`config.mk`:
```
export PLATFORM = sky130hd
export DESIGN_NAME = program_sequencer
export DESIGN_NICKNAME = d
export VERILOG_FILES = /design/src/rtl/program_sequencer_pkg.sv /design/src/rtl/program_sequencer_cycle_timer.sv /design/src/rtl/program_sequencer.sv
export SDC_FILE = /design/constraint.sdc
export NUM_CORES = 1
export LEC_CHECK = 0
export ABC_AREA = 0
export ABC_CLOCK_PERIOD_IN_PS = 3610
export BUFFER_PORTS_ARGS = -buffer_cell sky130_fd_sc_hd__buf_2
export CORE_MARGIN = 3
export CORE_UTILIZATION = 55
export DETAILED_ROUTE_END_ITERATION = 10
export PLACE_DENSITY = 0.73
export SKIP_CTS_REPAIR_TIMING = 1
export SLEW_MARGIN = 30
export SYNTH_ARGS = -nofsm -noshare
export SYNTH_HDL_FRONTEND = slang
export SYNTH_SLANG_ARGS = --single-unit
```
`constraint.sdc`:
```
create_clock -name Clk -period 3.61 [get_ports Clk]
set_input_delay 0.361 -clock Clk [delete_from_list [all_inputs] [get_ports Clk]]
set_output_delay 0.361 -clock Clk [all_outputs]
set_load 0.005 [all_outputs]
```
`src/rtl/program_sequencer_pkg.sv`:
```
// ============================================================================
// program_sequencer_pkg : shared state encoding and default sizing constants
// Rev 1.0
// ============================================================================
`default_nettype none

package program_sequencer_pkg;

   typedef enum logic [2:0] {
      IDLE   = 3'd0,
      START  = 3'd1,
      RUN    = 3'd2,
      RESULT = 3'd3,
      DONE   = 3'd4
   } seq_state_t;

   localparam int                    SEQ_NUM_PROGS = 3;
   localparam int                    SEQ_PIDX_W    = 2;
   localparam int                    SEQ_CYC_W     = 16;
   localparam int                    SEQ_START_LEN = 2;
   localparam logic [SEQ_CYC_W-1:0]  SEQ_TIMEOUT   = 16'hFFF0;

endpackage

`default_nettype wire

```
`src/rtl/program_sequencer_cycle_timer.sv`:
```
// ============================================================================
// cycle_timer : saturating cycle counter; hit_o flags the TIMEOUT-th enabled cycle
// Rev 1.0
// ============================================================================
`default_nettype none

module cycle_timer
   import program_sequencer_pkg::*;
#(
   parameter int               CYC_W   = SEQ_CYC_W,
   parameter logic [CYC_W-1:0] TIMEOUT = SEQ_TIMEOUT
) (
   input  logic             clk_i,
   input  logic             rst_ni,
   input  logic             clear_i,
   input  logic             enable_i,
   output logic [CYC_W-1:0] count_o,
   output logic             hit_o
);

   localparam logic [CYC_W-1:0] LAST = TIMEOUT - CYC_W'(1);

   logic [CYC_W-1:0] count_q;
   logic [CYC_W-1:0] count_d;

   always_comb begin
      count_d = count_q;
      if (clear_i) begin
         count_d = '0;
      end else if (enable_i && (count_q != TIMEOUT)) begin
         count_d = count_q + CYC_W'(1);
      end
   end

   always_ff @(posedge clk_i or negedge rst_ni) begin
      if (!rst_ni) begin
         count_q <= '0;
      end else begin
         count_q <= count_d;
      end
   end

   // The cycle currently being counted is the TIMEOUT-th one
   assign hit_o   = enable_i && (count_q == LAST);
   assign count_o = count_q;

endmodule

`default_nettype wire

```
`src/rtl/program_sequencer.sv`:
```
// ============================================================================
// program_sequencer : runs programs 0..NUM_PROGS-1 on the core, timing each run
// Rev 1.0
// ============================================================================
`default_nettype none

module program_sequencer
   import program_sequencer_pkg::*;
#(
   parameter int               NUM_PROGS = SEQ_NUM_PROGS,
   parameter int               PIDX_W    = SEQ_PIDX_W,
   parameter int               CYC_W     = SEQ_CYC_W,
   parameter int               START_LEN = SEQ_START_LEN,
   parameter logic [CYC_W-1:0] TIMEOUT   = SEQ_TIMEOUT
) (
   input  logic              Clk,
   input  logic              Reset_n,
   input  logic              Go,
   input  logic              Abort,
   input  logic              DutAck,
   output logic              DutStart,
   output logic [PIDX_W-1:0] ProgIdx,
   output logic              Busy,
   output logic              ResultValid,
   output logic [PIDX_W-1:0] ResultIdx,
   output logic [CYC_W-1:0]  CycleCount,
   output logic              TimedOut,
   output logic              Done
);

   localparam logic [PIDX_W-1:0] LAST_IDX = PIDX_W'(NUM_PROGS - 1);

   seq_state_t        state_q, state_d;
   logic [PIDX_W-1:0] idx_q, idx_d;
   logic [PIDX_W-1:0] ridx_q, ridx_d;
   logic [CYC_W-1:0]  count_q, count_d;
   logic              timed_q, timed_d;

   logic              start_hit;
   logic [CYC_W-1:0]  start_cnt_unused;
   logic              run_hit;
   logic [CYC_W-1:0]  run_cnt;
   logic [CYC_W-1:0]  run_elapsed;

   cycle_timer #(
      .CYC_W   (CYC_W),
      .TIMEOUT (CYC_W'(START_LEN))
   ) u_start_timer (
      .clk_i    (Clk),
      .rst_ni   (Reset_n),
      .clear_i  (state_q != START),
      .enable_i (state_q == START),
      .count_o  (start_cnt_unused),
      .hit_o    (start_hit)
   );

   cycle_timer #(
      .CYC_W   (CYC_W),
      .TIMEOUT (TIMEOUT)
   ) u_run_timer (
      .clk_i    (Clk),
      .rst_ni   (Reset_n),
      .clear_i  (state_q != RUN),
      .enable_i (state_q == RUN),
      .count_o  (run_cnt),
      .hit_o    (run_hit)
   );

   // Reported count includes the cycle in which Ack (or the timeout) is seen
   assign run_elapsed = run_cnt + CYC_W'(1);

   always_comb begin
      state_d = state_q;
      idx_d   = idx_q;
      ridx_d  = ridx_q;
      count_d = count_q;
      timed_d = timed_q;

      if (Abort && (state_q != IDLE)) begin
         state_d = IDLE;
         idx_d   = '0;
      end else begin
         unique case (state_q)
            IDLE: begin
               if (Go && !Abort) begin
                  state_d = START;
                  idx_d   = '0;
               end
            end
            START: begin
               if (start_hit) begin
                  state_d = RUN;
               end
            end
            RUN: begin
               if (DutAck || run_hit) begin
                  state_d = RESULT;
                  ridx_d  = idx_q;
                  count_d = run_elapsed;
                  timed_d = !DutAck;
               end
            end
            RESULT: begin
               if (idx_q == LAST_IDX) begin
                  state_d = DONE;
               end else begin
                  state_d = START;
                  idx_d   = idx_q + PIDX_W'(1);
               end
            end
            DONE: begin
               state_d = IDLE;
               idx_d   = '0;
            end
            default: begin
               state_d = IDLE;
               idx_d   = '0;
            end
         endcase
      end
   end

   always_ff @(posedge Clk or negedge Reset_n) begin
      if (!Reset_n) begin
         state_q <= IDLE;
         idx_q   <= '0;
         ridx_q  <= '0;
         count_q <= '0;
         timed_q <= 1'b0;
      end else begin
         state_q <= state_d;
         idx_q   <= idx_d;
         ridx_q  <= ridx_d;
         count_q <= count_d;
         timed_q <= timed_d;
      end
   end

   assign DutStart    = (state_q == START);
   assign Busy        = (state_q != IDLE);
   assign ResultValid = (state_q == RESULT);
   assign Done        = (state_q == DONE);
   assign ProgIdx     = idx_q;
   assign ResultIdx   = ridx_q;
   assign CycleCount  = count_q;
   assign TimedOut    = timed_q;

endmodule

`default_nettype wire

```
==> summary.md, run 1 <==
| Metric | Value |
|---|---|
| Outcome | complete, but fails checks |
| Failing checks | hold timing |
| Die X-Extent | 77.1 µm |
| Num rows | 25 |
| Main combinational cell family by area after synthesis | simple AND/OR/NAND/NOR gates |
| Setup violators final | 0 |
| Height of the die | 77.1 µm |
| Post-synth EDFFs | 0 |
| Most common cell after layout, fill and taps aside | dfrtp_1 |
| Placed Cells incl. Taps | 355 |
| Fmax | 392 MHz |
| Fraction of the cycle the final worst path needs | 0.707 |
| Synth Area in XOR/XNOR | 0.0819 |
| Clock Root Buffer | clkbuf_8 |
| Top_reg_cell synth | dfrtp_1 |
| CTS clk-pin slew, worst paths | 0.10 ns |
| Clock buffer depth | 2 |
| DP Worst Slack | 1.03 ns |
| RSZ-0062 raised after global routing | no |
| Largest stage delay, worst path | 0.67 ns |
| Met2 Routed Length | 2240 µm |
| Commonest non-fill, non-tap cells in the layout | dfrtp_1, nor2_1, buf_2, inv_1, xnor2_1 |
| Clk Latency, worst-skew pair | 0.31 ns |
| YS warnings | 0 |
| Number of port buffers | 29 |
| WP depth | 5 |
| Metal-1 WL | 2430 µm |
| Post-Synth Simple-Gate Area | 0.202 |
| DIE AREA | 0.00594 mm² |
| Req. time, crit path | 3.85 ns |
| Drt pass-1 iters | 4 |
| DRC Markers | 0 |
| CP Capture Type | register |
| Pins Over Slew Limit | 0 |
| Global route overflow | 0 |
| CP max FO | 19 |
| Vias in the first global route | 1,931 |
| Hold Path Class | in2async |
| Final wirelength | 4930 µm |
| Post-route insts no fill | 363 |
| Startpoint Class | register |
| First DRT Iteration DRCs | 67 |
| Multiplexer share of the synthesized area | 0.0824 |
| Crit Path Class | reg2reg |
| Power per Cell Area | 464 mW/mm² |
| Count of cell types in the netlist | 42 |
| Synth Area in Adders | 0.0270 |
| Bufs and invs on worst path | 1 |
| Pin count of the biggest net entering global routing | 35 |
| Core area | 0.00482 mm² |
| H-tree level count | 2 |
| Crit path arrival time | 2.79 ns |
| Diodes inserted | 0 |
| Top Layer Used | met4 |
| RR Endpoint | CycleCount[6]$_DFFE_PN0P_ |
| DRT antenna net count | 0 |
| Post-synthesis sequential area ratio | 0.504 |
| Reg2Reg Launch Point | state_q[1]$_DFFE_PN0P_ |
| Yosys reg bits | 56 |
| Syn Nets | 276 |
| Clock Skew | 0.00724 ns |
| Synthesized area per cell | 10.5 µm² |
| Vias | 1,952 |
| Delay-heaviest family, CP | simple AND/OR/NAND/NOR gates |
| Total negative setup slack | 0 ns |
| Seq. cell area | 0.00140 mm² |
| Layout cell share with drive strength beyond 1 | 0.182 |
| Routed vias/inst | 5.38 |
| Max VDD drop | 0.331 mV |
| Fin crit period | 2.55 ns |
| IO Count | 30 |
| Synthesis-to-layout area growth | 9.95% |
| Area of the multi-input gates | 0.00123 mm² |
| Starting Density | 0.577 |
| CP cell instances | or3b_1, nor3b_2, a31o_1, buf_4, mux2i_1 |
| Final #Nets | 306 |
| Compound-gate portion of the synthesized area | 0.0495 |
| Slew headroom | 0.520 |
| Fin worst setup slack | 1.06 ns |
| WL per Instance | 13.6 µm |
| CP max-delay cell | or3b_1 |
| CTS Sinks | 56 |
| Num CTS Buffers | 5 |
| Slew @ Worst Pin | 0.713 ns |
| Crit path launch | state_q[1]$_DFFE_PN0P_ |
| DP Wirelength | 3540 µm |
| First-pass GRT wire length | 8790 µm |
| Met3 WL post-DR | 176 µm |
| Pleak | 1.37 nW |
| Flop2flop setup slack | 1.06 ns |
| TritonCTS clock tree | built |
| Initial antenna violation count | 0 |
| FF-to-FF path depth | 5 |
| RD Place Congestion | 0.825 |
| Hold Vio Cnt, Final | 4 |
| Synth Cell Area | 0.00278 mm² |
| Min Hold Slack | -0.00369 ns |
| Tot GR Track Use | 0.182 |
| Max-cap violations | 0 |
| FFs w/ async S/R, synth | 1.00 |
| Cells after synthesis | 265 |
| Filler cells | 431 |
cell families (layout without fill, tap and decap cells):
logic type / after synthesis / after routing
and+or+nand+nor: 105 / 105
muxes: 21 / 21
buffers and inverters: 30 / 61
xor gates and xnor gates: 26 / 26
AOI/OAI and AO/OA: 21 / 21
adders and majority gates: 6 / 6
DFF: 56 / 56
through the flow:
stage	power (mW)	instance area, µm²	utilization
3_3_place_gp	1.06	2960	0.614
4_1_cts	1.44	3060	0.634
3_5_place_dp	1.07	2960	0.614
5_1_grt	1.52	3060	0.634
6_report	1.42	3060	0.634
2_1_floorplan	0.955	2780	-
cell type report:
type,count,share of cell area
Sequential cell,56,0.459
Multi-Input combinational cell,179,0.403
Timing Repair Buffer,31,0.0524
Tap cell,67,0.0274
Clock buffer,6,0.0270
Inverter,22,0.0270
Clock inverter,2,0.00491
registers in the layout (all words and copies together) (netlist names):
name and count:
ResultIdx 2, state_q 3, CycleCount 16, ProgIdx 2, u_start_timer.count_o 16, u_run_timer.count_o 16
TimedOut 1
power by group:
group	switching (mW)	total (mW)	internal, mW
Combinational	0.162	0.294	0.132
Sequential	0.0598	0.761	0.701
Clock	0.206	0.362	0.156
layer usage:
layer  up-vias  GRT usage
li1        974          -
met1       938      0.240
met2        32      0.296
met4         0     0.0676
met5         -          0
met3         8     0.0399
synthesized netlist by cell type, drive strengths merged, types with 2 or more instances:
master / count / area share
and4: 5 / 0.016
a21oi: 6 / 0.011
xnor2: 16 / 0.050
or3b: 2 / 0.0063
xor2: 10 / 0.032
a21o: 3 / 0.0081
a211oi: 3 / 0.0081
ha: 6 / 0.027
clkbuf: 3 / 0.0041
nor2: 33 / 0.045
nor3b: 3 / 0.0099
nand2: 10 / 0.014
buf: 5 / 0.019
and3: 2 / 0.0045
nand4: 9 / 0.020
or3: 3 / 0.0068
nor4: 9 / 0.020
inv: 22 / 0.030
nor4b: 2 / 0.0063
o21ai: 3 / 0.0054
nand3: 14 / 0.025
and2b: 2 / 0.0054
mux2: 12 / 0.050
mux2i: 9 / 0.032
dfrtp: 56 / 0.50
nor3: 7 / 0.013
worst max path at each step:
stage / endpoint / slack [ns]
after floorplan: CycleCount[5]$_DFFE_PN0P_ / 1.69
after global placement: CycleCount[7]$_DFFE_PN0P_ / 1.12
after detailed placement: CycleCount[9]$_DFFE_PN0P_ / 1.03
after CTS: CycleCount[6]$_DFFE_PN0P_ / 1.03
after global routing: CycleCount[9]$_DFFE_PN0P_ / 0.86
final: CycleCount[6]$_DFFE_PN0P_ / 1.06
worst reg2reg max path, cell delays in order (launching register included):
cell and delay, ns:
dfrtp_1 0.48, or3b_1 0.67, nor3b_2 0.30, a31o_1 0.55, buf_4 0.28, mux2i_1 0.19
Power figures use the tool's default switching activity.
==> run 2: changes to the inputs <==
--- a/config.mk
+++ b/config.mk
@@ -6,7 +6,7 @@
 export NUM_CORES = 1
 export LEC_CHECK = 0
 export ABC_AREA = 0
-export ABC_CLOCK_PERIOD_IN_PS = 3610
+export ABC_CLOCK_PERIOD_IN_PS = 2700
 export BUFFER_PORTS_ARGS = -buffer_cell sky130_fd_sc_hd__buf_2
 export CORE_MARGIN = 3
 export CORE_UTILIZATION = 55
==> constraint.sdc (replaced) <==
create_clock -name Clk -period 2.7 [get_ports Clk]
set_input_delay 0.27 -clock Clk [delete_from_list [all_inputs] [get_ports Clk]]
set_output_delay 0.27 -clock Clk [all_outputs]
set_load 0.005 [all_outputs]
==> summary.md, run 2 (same netlist as run 1, synthesis figures left out) <==
| Metric | Value |
|---|---|
| CP cell instances | or3b_1, nor3b_2, a31o_1, buf_4, mux2_2 |
| Delay-heaviest family, CP | simple AND/OR/NAND/NOR gates |
| CP max-delay cell | or3b_1 |
| CP Capture Type | register |
| Max VDD drop | 0.340 mV |
| CTS clk-pin slew, worst paths | 0.10 ns |
| Startpoint Class | register |
| Pin count of the biggest net entering global routing | 30 |
| Commonest non-fill, non-tap cells in the layout | dfrtp_1, nor2_1, buf_2, inv_1, xnor2_1 |
| Synthesis-to-layout area growth | 10.4% |
| Global route overflow | 0 |
| Power per Cell Area | 610 mW/mm² |
| Final wirelength | 4880 µm |
| Largest stage delay, worst path | 0.56 ns |
| Tot GR Track Use | 0.176 |
| H-tree level count | 2 |
| Clock Skew | 0.0134 ns |
| Pleak | 1.38 nW |
| Crit path arrival time | 2.42 ns |
| Crit Path Class | reg2reg |
| Tot Pwr | 1.87 mW |
| Diodes inserted | 0 |
| First DRT Iteration DRCs | 161 |
| Hold Path Class | in2async |
| Slew @ Worst Pin | 0.692 ns |
| Clock Root Buffer | clkbuf_8 |
| DRT antenna net count | 0 |
| Num CTS Buffers | 5 |
| DRC Markers | 0 |
| Max-cap violations | 0 |
| Die X-Extent | 77.1 µm |
| Layout cell share with drive strength beyond 1 | 0.182 |
| Failing checks | hold timing |
| DIE AREA | 0.00594 mm² |
| IO Count | 30 |
| RSZ-0062 raised after global routing | no |
| Hold Vio Cnt, Final | 27 |
| TritonCTS clock tree | built |
| Most common cell after layout, fill and taps aside | dfrtp_1 |
| Vias in the first global route | 1,826 |
| Filler cells | 414 |
| Seq. cell area | 0.00140 mm² |
| Req. time, crit path | 2.91 ns |
| Core area | 0.00482 mm² |
| Num rows | 25 |
| Area of the multi-input gates | 0.00123 mm² |
| RD Place Congestion | 0.774 |
| Bufs and invs on worst path | 1 |
| Setup violators final | 0 |
| CP max FO | 18 |
| Clk Latency, worst-skew pair | 0.31 ns |
| Starting Density | 0.577 |
| Fmax | 451 MHz |
| Routed vias/inst | 5.46 |
| Drt pass-1 iters | 4 |
| Pins Over Slew Limit | 0 |
| Flop2flop setup slack | 0.48 ns |
| DP Wirelength | 3500 µm |
| Vias | 1,989 |
| Final #Nets | 307 |
| WL per Instance | 13.4 µm |
| Post-route insts no fill | 364 |
| Initial antenna violation count | 0 |
| Fraction of the cycle the final worst path needs | 0.822 |
| Outcome | complete, but fails checks |
| Placed Cells incl. Taps | 356 |
| Height of the die | 77.1 µm |
| CTS Sinks | 56 |
| Clock buffer depth | 2 |
| First-pass GRT wire length | 8490 µm |
| Total negative setup slack | 0 ns |
| Slew headroom | 0.534 |
| Min Hold Slack | -0.0277 ns |
| Fin crit period | 2.22 ns |
| Number of port buffers | 29 |
run 2: where the power goes:
part | switching [mW] | internal (mW) | leakage (nW)
combinational | 0.219 | 0.182 | 0.588
sequential | 0.0784 | 0.937 | 0.750
clock | 0.270 | 0.185 | 0.0414
run 2: cell type report:
cell class                      instances  area share
Inverter                               22      0.0269
Multi-Input combinational cell        179       0.401
Sequential cell                        56       0.457
Timing Repair Buffer                   32      0.0588
Clock buffer                            6      0.0237
Clock inverter                          2     0.00530
Tap cell                               67      0.0273
run 2: per-layer routing:
layer	vias to the layer above	part of all wire	global-route usage
met5	-	0	0
met4	0	0.014	0.0605
li1	971	-	-
met2	43	0.46	0.275
met3	7	0.044	0.0387
met1	968	0.49	0.244
run 2: path summary, 6_finish.rpt:
check | from | depth (start not counted) | to
max reg2reg | state_q[1]$_DFFE_PN0P_ | 5 | CycleCount[1]$_DFFE_PN0P_
min in group Clk | DutAck | 3 | state_q[0]$_DFFE_PN0P_
min reg2reg | CycleCount[5]$_DFFE_PN0P_ | 1 | CycleCount[5]$_DFFE_PN0P_
max | state_q[1]$_DFFE_PN0P_ | 5 | CycleCount[1]$_DFFE_PN0P_
min | Reset_n | 1 | u_start_timer.count_o[15]$_DFFE_PN0P_
max in group asynchronous | Reset_n | 2 | u_run_timer.count_o[8]$_DFFE_PN0P_
run 2: metrics by stage:
step / area, µm² / setup slack [ns] / util
after floorplan: 2780 / 0.777 / -
after global placement: 2980 / 0.565 / 0.618
after detailed placement: 2980 / 0.495 / 0.618
after CTS: 3070 / 0.479 / 0.637
after global routing: 3070 / 0.315 / 0.637
final: 3070 / 0.481 / 0.637
==> run 3: changes to the inputs <==
--- a/config.mk
+++ b/config.mk
@@ -5,8 +5,8 @@
 export SDC_FILE = /design/constraint.sdc
 export NUM_CORES = 1
 export LEC_CHECK = 0
-export ABC_AREA = 0
-export ABC_CLOCK_PERIOD_IN_PS = 2700
+export ABC_AREA = 1
+export ABC_CLOCK_PERIOD_IN_PS = 2300
 export BUFFER_PORTS_ARGS = -buffer_cell sky130_fd_sc_hd__buf_2
 export CORE_MARGIN = 3
 export CORE_UTILIZATION = 55
==> constraint.sdc (replaced) <==
create_clock -name Clk -period 2.3 [get_ports Clk]
set_input_delay 0.23 -clock Clk [delete_from_list [all_inputs] [get_ports Clk]]
set_output_delay 0.23 -clock Clk [all_outputs]
set_load 0.005 [all_outputs]
==> summary.md, run 3 <==
| Metric | Value |
|---|---|
| Outcome | complete, but fails checks |
| Failing checks | hold timing |
| Total negative setup slack | 0 ns |
| Tot GR Track Use | 0.207 |
| Final wirelength | 5790 µm |
| First DRT Iteration DRCs | 155 |
| RD Place Congestion | 0.893 |
| Post-route insts no fill | 487 |
| Post-synth EDFFs | 0 |
| Setup violators final | 0 |
| CTS Sinks | 56 |
| Drt pass-1 iters | 4 |
| Seq. cell area | 0.00140 mm² |
| Cells after synthesis | 383 |
| IO Count | 30 |
| Top Layer Used | met4 |
| Global route overflow | 0 |
| Top cells by area, synth | dfrtp_1, nand2_1, nor2_1, inv_1, nand3_1 |
| CP max-delay cell | dfrtp_1 |
| DRT antenna net count | 0 |
| Largest stage delay, worst path | 0.46 ns |
| Synthesized area per cell | 7.96 µm² |
| Req. time, crit path | 2.50 ns |
| Starting Density | 0.582 |
| Startpoint Class | register |
| Clk Latency, worst-skew pair | 0.30 ns |
| Count of cell types in the netlist | 34 |
| Top cells by count, synth | nand2_1, dfrtp_1, nor2_1, inv_1, nand3_1 |
| Tot Pwr | 2.23 mW |
| DP Wirelength | 4430 µm |
| Commonest non-fill, non-tap cells in the layout | nand2_1, dfrtp_1, nor2_1, inv_1, nand3_1 |
| YS warnings | 0 |
| Crit Path Class | reg2reg |
| Fraction of the cycle the final worst path needs | 0.743 |
| Yosys reg bits | 56 |
| Synth Cell Area | 0.00305 mm² |
| Initial antenna violation count | 0 |
| Power per Cell Area | 669 mW/mm² |
| Met3 WL post-DR | 215 µm |
| Synthesis-to-layout area growth | 9.27% |
| DRC Markers | 0 |
| Clock buffer depth | 2 |
| WL per Instance | 11.9 µm |
| CP cell instances | inv_2, nor3_4, nand4_4, nand2_8, nand2_8, nand2_1, nand2_1 |
| Num rows | 26 |
| DIE AREA | 0.00647 mm² |
| Filler cells | 469 |
| Post-synthesis sequential area ratio | 0.460 |
| CP Capture Type | register |
| Vias | 2,510 |
| Yosys top cell by area | dfrtp_1 |
| Clock Root Buffer | clkbuf_8 |
| Top_reg_cell synth | dfrtp_1 |
| Height of the die | 80.5 µm |
| Max-cap violations | 0 |
| Diodes inserted | 0 |
| Max VDD drop | 0.478 mV |
| Most common cell after layout, fill and taps aside | nand2_1 |
| Number of port buffers | 29 |
| First-pass GRT wire length | 10,500 µm |
| Pleak | 1.73 nW |
| Area of the multi-input gates | 0.00140 mm² |
| Hold Vio Cnt, Final | 31 |
| Routed vias/inst | 5.15 |
| Metal-1 WL | 2760 µm |
| Fin crit period | 1.71 ns |
| TritonCTS clock tree | built |
| Slew @ Worst Pin | 0.723 ns |
| Pins Over Slew Limit | 0 |
| Core area | 0.00524 mm² |
| Count leader, synth | nand2_1 |
| Final #Nets | 427 |
| Delay-heaviest family, CP | simple AND/OR/NAND/NOR gates |
| CP max FO | 19 |
| Placed Cells incl. Taps | 479 |
| Met2 Routed Length | 2760 µm |
| Pin count of the biggest net entering global routing | 34 |
| FFs w/ async S/R, synth | 1.00 |
| Fmax | 585 MHz |
| Die X-Extent | 80.5 µm |
| Bufs and invs on worst path | 1 |
| CTS clk-pin slew, worst paths | 0.09 ns |
| Min Hold Slack | -0.0256 ns |
| Crit path arrival time | 1.91 ns |
| H-tree level count | 2 |
| Hold Path Class | in2async |
| Layout cell share with drive strength beyond 1 | 0.163 |
| RSZ-0062 raised after global routing | no |
| Syn Nets | 394 |
| Slew headroom | 0.518 |
| Num CTS Buffers | 5 |
| Clock Skew | 0.00344 ns |
| Top-area cell type share of the netlist area | 0.460 |
| Vias in the first global route | 2,476 |
| Util after Layout | 0.636 |
## run 3: where the power goes
part           internal, mW  switching (mW)  total (mW)
Clock                 0.247           0.299       0.546
Combinational         0.197           0.358       0.556
Sequential             1.05          0.0741        1.13
Total                  1.50           0.732        2.23
## run 3: cell type report
type                       instances  share of cell area
inverter                          49              0.0567
multi-input combinational        272               0.419
timing repair buffer              32              0.0503
clock buffer                       8              0.0270
sequential                        56               0.421
tap                               70              0.0263
## run 3: kinds of logic (layout without fill, tap and decap cells)
group	Yosys count	in the layout	synth area share
adder cells (fa/ha/maj)	6	6	0.0246
AND/OR/NAND/NOR	231	231	0.367
AO/OA/AOI/OAI	29	29	0.0488
XOR/XNOR	6	6	0.0172
buffers and inverters	55	89	0.0825
flip-flops	56	56	0.460
## run 3: final timing paths
kind,startpoint,to,slack (ns),cells after the start
setup / recovery,state_q[1]$_DFFE_PN0P_,CycleCount[13]$_DFFE_PN0P_,0.59,7
hold / removal,Reset_n,ProgIdx[0]$_DFFE_PN0P_,-0.03,1
setup reg to reg,state_q[1]$_DFFE_PN0P_,CycleCount[13]$_DFFE_PN0P_,0.59,7
hold reg to reg,CycleCount[7]$_DFFE_PN0P_,CycleCount[7]$_DFFE_PN0P_,0.48,2
max in group asynchronous,Reset_n,u_start_timer.count_o[15]$_DFFE_PN0P_,1.67,2
min in group Clk,Abort,state_q[2]$_DFFE_PN0P_,0.27,4
## run 3: metal layers
| metal | vias to the layer above | global-route usage |
|---|---|---|
| met2 | 44 | 0.360 |
| met5 | - | 0 |
| met1 | 1174 | 0.262 |
| li1 | 1287 | - |
| met4 | 0 | 0.0693 |
| met3 | 5 | 0.0303 |
## run 3: worst reg2reg max path: cells and delay by family (launching register included)
family        cells  cell delay [ns]
flops             1             0.46
simple gates      6             1.06
buf+inv           1             0.09
## run 3: per-stage QoR
stage                     worst slack, ns  area, µm²
after floorplan                     0.789       3050
after global placement              0.648       3240
after detailed placement            0.597       3240
after CTS                           0.579       3330
after global routing                0.358       3330
final                               0.591       3330
